$ cat src/rtl/hazard_unit.sv
// ID-stage stall and branch-compare forwarding generator, driven by a 3-deep shadow of in-flight writers.
// Optional perf counters (stall_cnt, flush_cnt) are built when HAZARD_PERF_EN is defined.
module hazard_unit #(
  parameter int unsigned RF_AW    = 5,
  parameter int unsigned LINK_REG = 31,
  parameter int unsigned CNT_W    = 32
) (
  input  logic        clk,
  input  logic        rst,
  input  logic [31:0] IF_ID_instr,
  input  logic        EX_MEM_branch_tacken,
  output logic        stall,
  output logic [3:0]  forwardSignal
`ifdef HAZARD_PERF_EN
  ,
  output logic [CNT_W-1:0] stall_cnt,
  output logic [CNT_W-1:0] flush_cnt
`endif
);

  typedef enum logic [5:0] {
    OP_RTYPE = 6'h00,
    OP_J     = 6'h02,
    OP_JAL   = 6'h03,
    OP_BEQ   = 6'h04,
    OP_LW    = 6'h23,
    OP_SW    = 6'h2b
  } op_e;

  typedef struct packed {
    logic             wr;
    logic             load;
    logic [RF_AW-1:0] dst;
  } shadow_t;

  shadow_t ex, mem, wb;

  logic [5:0]       op;
  logic [5:0]       funct;
  logic [RF_AW-1:0] rs, rt, rd;
  logic             d_wr, d_load, use_rs, use_rt, is_beq;
  logic [RF_AW-1:0] d_dst;
  shadow_t          dec;
  logic             unused_shamt;

  assign op           = IF_ID_instr[31:26];
  assign funct        = IF_ID_instr[5:0];
  assign rs           = RF_AW'(IF_ID_instr[25:21]);
  assign rt           = RF_AW'(IF_ID_instr[20:16]);
  assign rd           = RF_AW'(IF_ID_instr[15:11]);
  assign unused_shamt = ^IF_ID_instr[10:6];

  always_comb begin
    d_wr   = 1'b0;
    d_load = 1'b0;
    d_dst  = '0;
    use_rs = 1'b0;
    use_rt = 1'b0;
    is_beq = 1'b0;
    if (IF_ID_instr != '0) begin
      case (op) inside
        OP_RTYPE: begin
          d_dst  = rd;
          d_wr   = (funct != 6'h08);
          use_rs = 1'b1;
          use_rt = 1'b1;
        end
        OP_LW: begin
          d_dst  = rt;
          d_wr   = 1'b1;
          d_load = 1'b1;
          use_rs = 1'b1;
        end
        OP_SW: begin
          use_rs = 1'b1;
          use_rt = 1'b1;
        end
        OP_BEQ: begin
          is_beq = 1'b1;
          use_rs = 1'b1;
          use_rt = 1'b1;
        end
        [6'h08:6'h0f]: begin
          d_dst  = rt;
          d_wr   = 1'b1;
          use_rs = 1'b1;
        end
        OP_JAL: begin
          d_dst = RF_AW'(LINK_REG);
          d_wr  = 1'b1;
        end
        default: ;
      endcase
    end
  end

  // r0 is never a real destination, so it must never produce a hit
  assign dec = '{wr: d_wr & (d_dst != '0), load: d_load, dst: d_dst};

  function automatic logic hit(shadow_t s, logic [RF_AW-1:0] x);
    return s.wr && (s.dst == x);
  endfunction

  function automatic logic [1:0] fsel(logic used, logic [RF_AW-1:0] x, shadow_t m, shadow_t w);
    if (!used)                 return 2'b00;
    if (hit(m, x) && !m.load)  return 2'b01;
    if (hit(w, x))             return 2'b10;
    return 2'b00;
  endfunction

  logic load_use, branch_dep;

  always_comb begin
    load_use   = ((use_rs && hit(ex, rs)) || (use_rt && hit(ex, rt))) && ex.load;
    branch_dep = is_beq && (
                   (use_rs && (hit(ex, rs) || (hit(mem, rs) && mem.load))) ||
                   (use_rt && (hit(ex, rt) || (hit(mem, rt) && mem.load))));
    stall      = !rst && !EX_MEM_branch_tacken && (load_use || branch_dep);
    forwardSignal = rst ? '0 : {fsel(use_rs, rs, mem, wb), fsel(use_rt, rt, mem, wb)};
  end

  always_ff @(posedge clk) begin
    if (rst) begin
      ex  <= '0;
      mem <= '0;
      wb  <= '0;
    end else begin
      wb  <= mem;
      mem <= ex;
      ex  <= (stall || EX_MEM_branch_tacken) ? '0 : dec;
    end
  end

`ifdef HAZARD_PERF_EN
  always_ff @(posedge clk) begin
    if (rst) begin
      stall_cnt <= '0;
      flush_cnt <= '0;
    end else begin
      if (stall && (stall_cnt != '1))
        stall_cnt <= stall_cnt + CNT_W'(1);
      if (EX_MEM_branch_tacken && (flush_cnt != '1))
        flush_cnt <= flush_cnt + CNT_W'(1);
    end
  end
`else
  // counters are not built in this configuration
`endif

endmodule
$ cat config.mk
export PLATFORM = sky130hd
export DESIGN_NAME = hazard_unit
export DESIGN_NICKNAME = d
export VERILOG_FILES = /design/src/rtl/hazard_unit.sv
export SDC_FILE = /design/constraint.sdc
export NUM_CORES = 1
export LEC_CHECK = 0
export ABC_AREA = 1
export BUFFER_PORTS_ARGS = -buffer_cell sky130_fd_sc_hd__buf_2
export CAP_MARGIN = 20
export CORE_MARGIN = 2
export CORE_UTILIZATION = 30
export DETAILED_ROUTE_END_ITERATION = 16
export GPL_TIMING_DRIVEN = 0
export HOLD_SLACK_MARGIN = 0.12
export MAX_ROUTING_LAYER = met4
export PLACE_DENSITY_LB_ADDON = 0.25
export SETUP_SLACK_MARGIN = 0.02
export SLEW_MARGIN = 30
export SYNTH_ARGS = -nofsm -noshare
export SYNTH_HDL_FRONTEND = slang
export SYNTH_SLANG_ARGS = --single-unit
$ cat constraint.sdc
create_clock -name clk -period 1.1 [get_ports clk]
set_clock_uncertainty 0.05 [all_clocks]
set_input_delay 0.055 -clock clk [delete_from_list [all_inputs] [get_ports clk]]
set_output_delay 0.055 -clock clk [all_outputs]
set_load 0.02 [all_outputs]
[Word-level counts from Yosys, hierarchy flattened]
Index checks and enable logic that the tools add are counted.
Operators by class
  bitwise logic cells: 2
  order comparisons: 2
  multiplexer cells: 53
  reductions and logical operators: 33
  eq/ne operators: 11
Operator list (number)
  2-to-1 mux 5 bit: 7
  2-to-1 mux 1 bit: 33
  nonzero test 32 bit: 1
  == test 5 bit: 6
  2-to-1 mux 2 bit: 12
  logical AND 1 bit: 19
  == test 6 bit (second input constant): 2
  == test 6 x 2 -> 1 bit (second input constant): 1
  == test 6 x 3 -> 1 bit (second input constant): 1
  >= comparator 6 x 4 -> 1 bit (second input constant): 1
  <= comparator 6 x 4 -> 1 bit (second input constant): 1
  logical NOT 6 bit: 1
  logical OR 1 bit: 6
  != test 6 x 4 -> 1 bit (second input constant): 1
  nonzero test 5 bit: 1
  2-to-1 mux 4 bit: 1
  OR reduction 4 bit: 1
  logical NOT 1 bit: 3
  OR reduction 2 bit: 1
  bitwise AND 1 bit: 1
  inverter 1 bit: 1
Word-level totals
  bits of input ports: 35
  output and inout bits: 5
  register bits: 20

[Logic depth before layout (Yosys ltp)]
  depth in word-level cells: 15
  depth in mapped cells: 13
  mapped depth without buffers: 12

[Worst setup path before layout]
No wires, ideal clock.
  kind: reg-to-output
  from: register mem[1] (netlist name)
  to: output forwardSignal[3]
  cell stages (with the launch flop): 8
  slack: -377 ps
  path buffers: 0
  arrival time: 1372 ps
  cell sequence: dfxtp_1 -> inv_1 -> nand2_1 -> o21ai_0 -> nor2_1 -> nand3_1 -> nor2_1 -> nor4_1
On the way
  longest elaborated chain between the ends: 9
  elaborated cells on any way between the ends: 11
  classes of those cells: 1 x eq/ne; 8 x mux; 2 x reduce/logical
Ends and longest elaborated chain
  start, declared: RTL line 36  | shadow_t ex, mem, wb;
  start signal, assigned: RTL line 125  | mem <= '0;
  start signal, assigned: RTL line 129  | mem <= ex;
  == test 5 bit (*): RTL line 101  | return s.wr && (s.dst == x);
  logical AND 1 bit (*): RTL line 101
  logical AND 1 bit (*): RTL line 106  | if (hit(m, x) && !m.load) return 2'b01;
  2-to-1 mux 2 bit: RTL line 106
  2-to-1 mux 2 bit: RTL line 107  | if (hit(w, x)) return 2'b10;
  2-to-1 mux 2 bit: RTL line 108  | return 2'b00;
  2-to-1 mux 2 bit (*): RTL line 107
  2-to-1 mux 2 bit (*): RTL line 106
  2-to-1 mux 4 bit (*): RTL line 119  | forwardSignal = rst ? '0 : {fsel(use_rs, rs, mem, wb), fsel(use_rt, rt, mem, wb)};
  end, declared: RTL line 13  | output logic [3:0] forwardSignal
Mark *: on every way between the ends. The rest lies on a longest branch, timed or not. The select of a mux whose other input is x is not followed.

[Final worst setup path]
  from: register mem[3] (netlist name)
  to: output stall
On the way
  longest elaborated chain between the ends: 9
  elaborated cells on any way between the ends: 14
  classes of those cells: 2 x eq/ne; 12 x reduce/logical
Ends and longest elaborated chain
  == test 5 bit: RTL line 101
  logical AND 1 bit: RTL line 101
  logical AND 1 bit, on equally long branches: RTL line 116, 117
  logical OR 1 bit, on equally long branches: RTL line 116, 117
  logical AND 1 bit, on equally long branches: RTL line 116, 117
  logical OR 1 bit (*): RTL line 116  | (use_rs && (hit(ex, rs) || (hit(mem, rs) && mem.load))) ||
  logical AND 1 bit (*): RTL line 115  | branch_dep = is_beq && (
  logical OR 1 bit (*): RTL line 118  | stall = !rst && !EX_MEM_branch_tacken && (load_use || branch_dep);
  logical AND 1 bit (*): RTL line 118
  end, declared: RTL line 12  | output logic stall,
Mark *: on every way between the ends. The rest lies on a longest branch, timed or not.

==> results_dict.tcl <==
set metrics [dict create \
    status "complete, but fails checks" \
    violations "setup timing" \
    r2r_cells 12 \
    rows 25 \
    synth-compound-area-share 0.0723 \
    cts_made_buffers 3 \
    r2r-start "mem[3]$_SDFF_PP0_" \
    ys_warn_count 0 \
    worstPathArrival_ps 1550 \
    finalSetupTns_ps -6040 \
    drv_slew 0 \
    ir_drop_v 0.000505 \
    cts_root_buf "clkbuf_8" \
    drc 0 \
    final_nets 339 \
    finalNonFillerCells 370 \
    antenna_left 0 \
    netlist_instances 256 \
    period_share 1.50 \
    ys_seq_area_frac 0.269 \
    cap_violations 0 \
    grt_pass1_wl_mm 7.13 \
    routedWlPerCell_um 11.6 \
    start_util 0.313 \
    fin_ws_ps -555 \
    relSlewSlack 0.642 \
    grt_usage 0.172 \
    io_pins 40 \
    grt.overflow.total 0 \
    vias_per_cell 4.49 \
    setup_viol_count_final 12 \
    syn_nets 291 \
    crit_type "reg -> out" \
    ys_types 27 \
    finalHoldViolCount 0 \
    cts_htree_levels 1 \
    drive_above_1_share 0.386 \
    worst_pin_slew_ps 537 \
    synth-adder-area-share 0 \
    cp_top_family "simple AND/OR/NAND/NOR gates" \
    routed_wl_mm 4.29 \
    worstPathCellList "a21oi_4, nand2_2, nor2_4, nand3_2, nand2_1, nand2_1, nand2_1, nand2_2, nor2_4, buf_6" \
    p_leak_nw 0.917 \
    finalPower_mw 1.83 \
    place_congestion 0.980 \
    diodes 0 \
    cts_max_path_buffers 2 \
    die_x_um 74.5 \
    min_from "EX_MEM_branch_tacken" \
    synth_area_leader_cell "dfxtp_1" \
    synth_top_family_by_area "simple AND/OR/NAND/NOR gates" \
    cts.sinks 20 \
    rsz0062_at_grt "true" \
    min_to "ex[1]$_SDFF_PP0_" \
    yosys-top-cells-count "nand2_1 (63), nor2_1 (54), inv_1 (42)" \
    path_max_fanout 5 \
    crit_required_ps 1000 \
    crit_slowest_cell "dfxtp_4" \
    post-dp-hpwl_mm 3.47 \
    synthesis.area_um2 1490 \
    min_period_ps 1650 \
    hold_path_depth 4 \
    synth_mux_area_frac 0 \
    cts.clk_slew.worst_paths_ps 80 \
    die_y_um 74.5 \
    ys.flop_type "dfxtp_1" \
    first_pass_iters 5 \
    grt_max_degree 13 \
    area_growth_pct 40.9 \
    cellPowerDensity_nw_per_um2 875 \
    ys_ff_latch 20 \
    first_global_vias 1641 \
    clk_latency_ps 260 \
    antenna_found_initial 0 \
    synth-xor-area-share 0.0353 \
    post-place-ws_ps -372 \
    cts_tree "yes" \
    yosysMostFrequentCell "nand2_1" \
    crit_path_max_incr_delay_ps 380 \
    max_freq_mhz 604 \
    core_area_um2 4750 \
    place.port_buffers 37 \
    dp_cells 360 \
    drt_iter0_markers 79 \
    crit_path_end_kind "output pin" \
    worst-path-buf-inv 1 \
    synth.area.top_cells "dfxtp_1 (27%), nand2_1 (16%), nor2_1 (14%)" \
    dieArea_um2 5540 \
    r2r_slack_ps -530 \
    synth-edff-count 0 \
    hp-class "in -> reg" \
    synth-simple-area-share 0.504 \
    synth_top_area_frac 0.269 \
    crit_top_cell "nand2_1" \
    post_synth.cell_area_avg_um2 5.82 \
    r2r-end "ex[3]$_SDFF_PP0_" \
    async_reset_ff_frac 0 \
    startpoint_type "register" \
    vias 1661 \
]
[timing repair]
| item | 4_1_cts | 5_1_grt |
|---|---|---|
| setup endpoints to repair | 12 | 12 |
| pin swaps | 13 | 14 |
| hold endpoints to repair | 7 | 0 |
| gates cloned | 0 | 0 |
| resized for setup | 14 | 36 |
| setup buffers | 4 | 2 |
[cell families (layout without fill, tap and decap cells)]
| kind of cell | after synthesis | in the layout |
|---|---|---|
| DFF | 20 | 20 |
| and+or+nand+nor | 163 | 163 |
| xor gates and xnor gates | 6 | 6 |
| AOI/OAI and AO/OA | 20 | 20 |
| buffers and inverters | 47 | 94 |
[power by group]
group          total [mW]  internal (mW)  switching, mW
registers           0.740          0.731        0.00945
logic               0.350          0.129          0.221
clock network       0.745          0.486          0.259
[per-stage QoR]
step	hold WS [ps]	instance area [µm²]	utilization
finish	131	2100	0.441
global route	150	2100	0.441
CTS	98.3	1970	0.413
detailed placement	378	1830	0.386
global placement	376	1830	0.386
floorplan	200	1560	-
[flip-flops by register name (all words and copies together), names as in the netlist]
signal	flops
mem	7
ex	7
wb	6
[worst min-delay path: stages]
cell     delay, ps
buf_2           70
nor2_1          90
nand2_8        160
nor2_4          30
[how the worst max path moves through the flow]
| stage | startpoint | to | slack (ps) | cells after the start |
|---|---|---|---|---|
| global route | mem[6]$_SDFF_PP0_ | stall | -660 | 11 |
| finish | mem[3]$_SDFF_PP0_ | stall | -550 | 10 |
| global placement | mem[3]$_SDFF_PP0_ | stall | -400 | 9 |
| detailed placement | mem[3]$_SDFF_PP0_ | stall | -370 | 10 |
| CTS | mem[1]$_SDFF_PP0_ | stall | -520 | 11 |
| floorplan | mem[4]$_SDFF_PP0_ | ex[0]$_SDFF_PP0_ | -140 | 12 |
[cell usage in the layout, fill, tap and decap left out, drive strengths merged]
master   count
nand3b       1
nand2b       1
nor2        67
clkbuf       6
xor2         5
nand4        3
or2          1
a31oi        1
buf         43
o21ai       14
nor4         2
o211ai       1
nand2       66
dfxtp       20
xnor2        1
nor3         3
inv         44
bufinv       1
a21oi        3
o2111ai      1
nand3       19
[per-layer routing]
layer | part of all wire | global-route usage | vias up | wire length [µm]
met5 | 0 | - | - | 0
met4 | 0.0068 | 0.0179 | 0 | 29
met3 | 0.052 | 0.0325 | 6 | 223
met2 | 0.51 | 0.307 | 38 | 2180
met1 | 0.43 | 0.207 | 742 | 1860
li1 | - | - | 875 | -
[area by class of cell]
cell class	instances	area [µm²]
clock inverter	1	30.0
fill	528	2660
buffer	3	12.5
multi-input combinational	189	1090
inverter	44	165
timing repair buffer	43	259
clock buffer	3	41.3
tap	67	83.8
sequential	20	420
No activity file was read; power rests on OpenSTA's default activity.
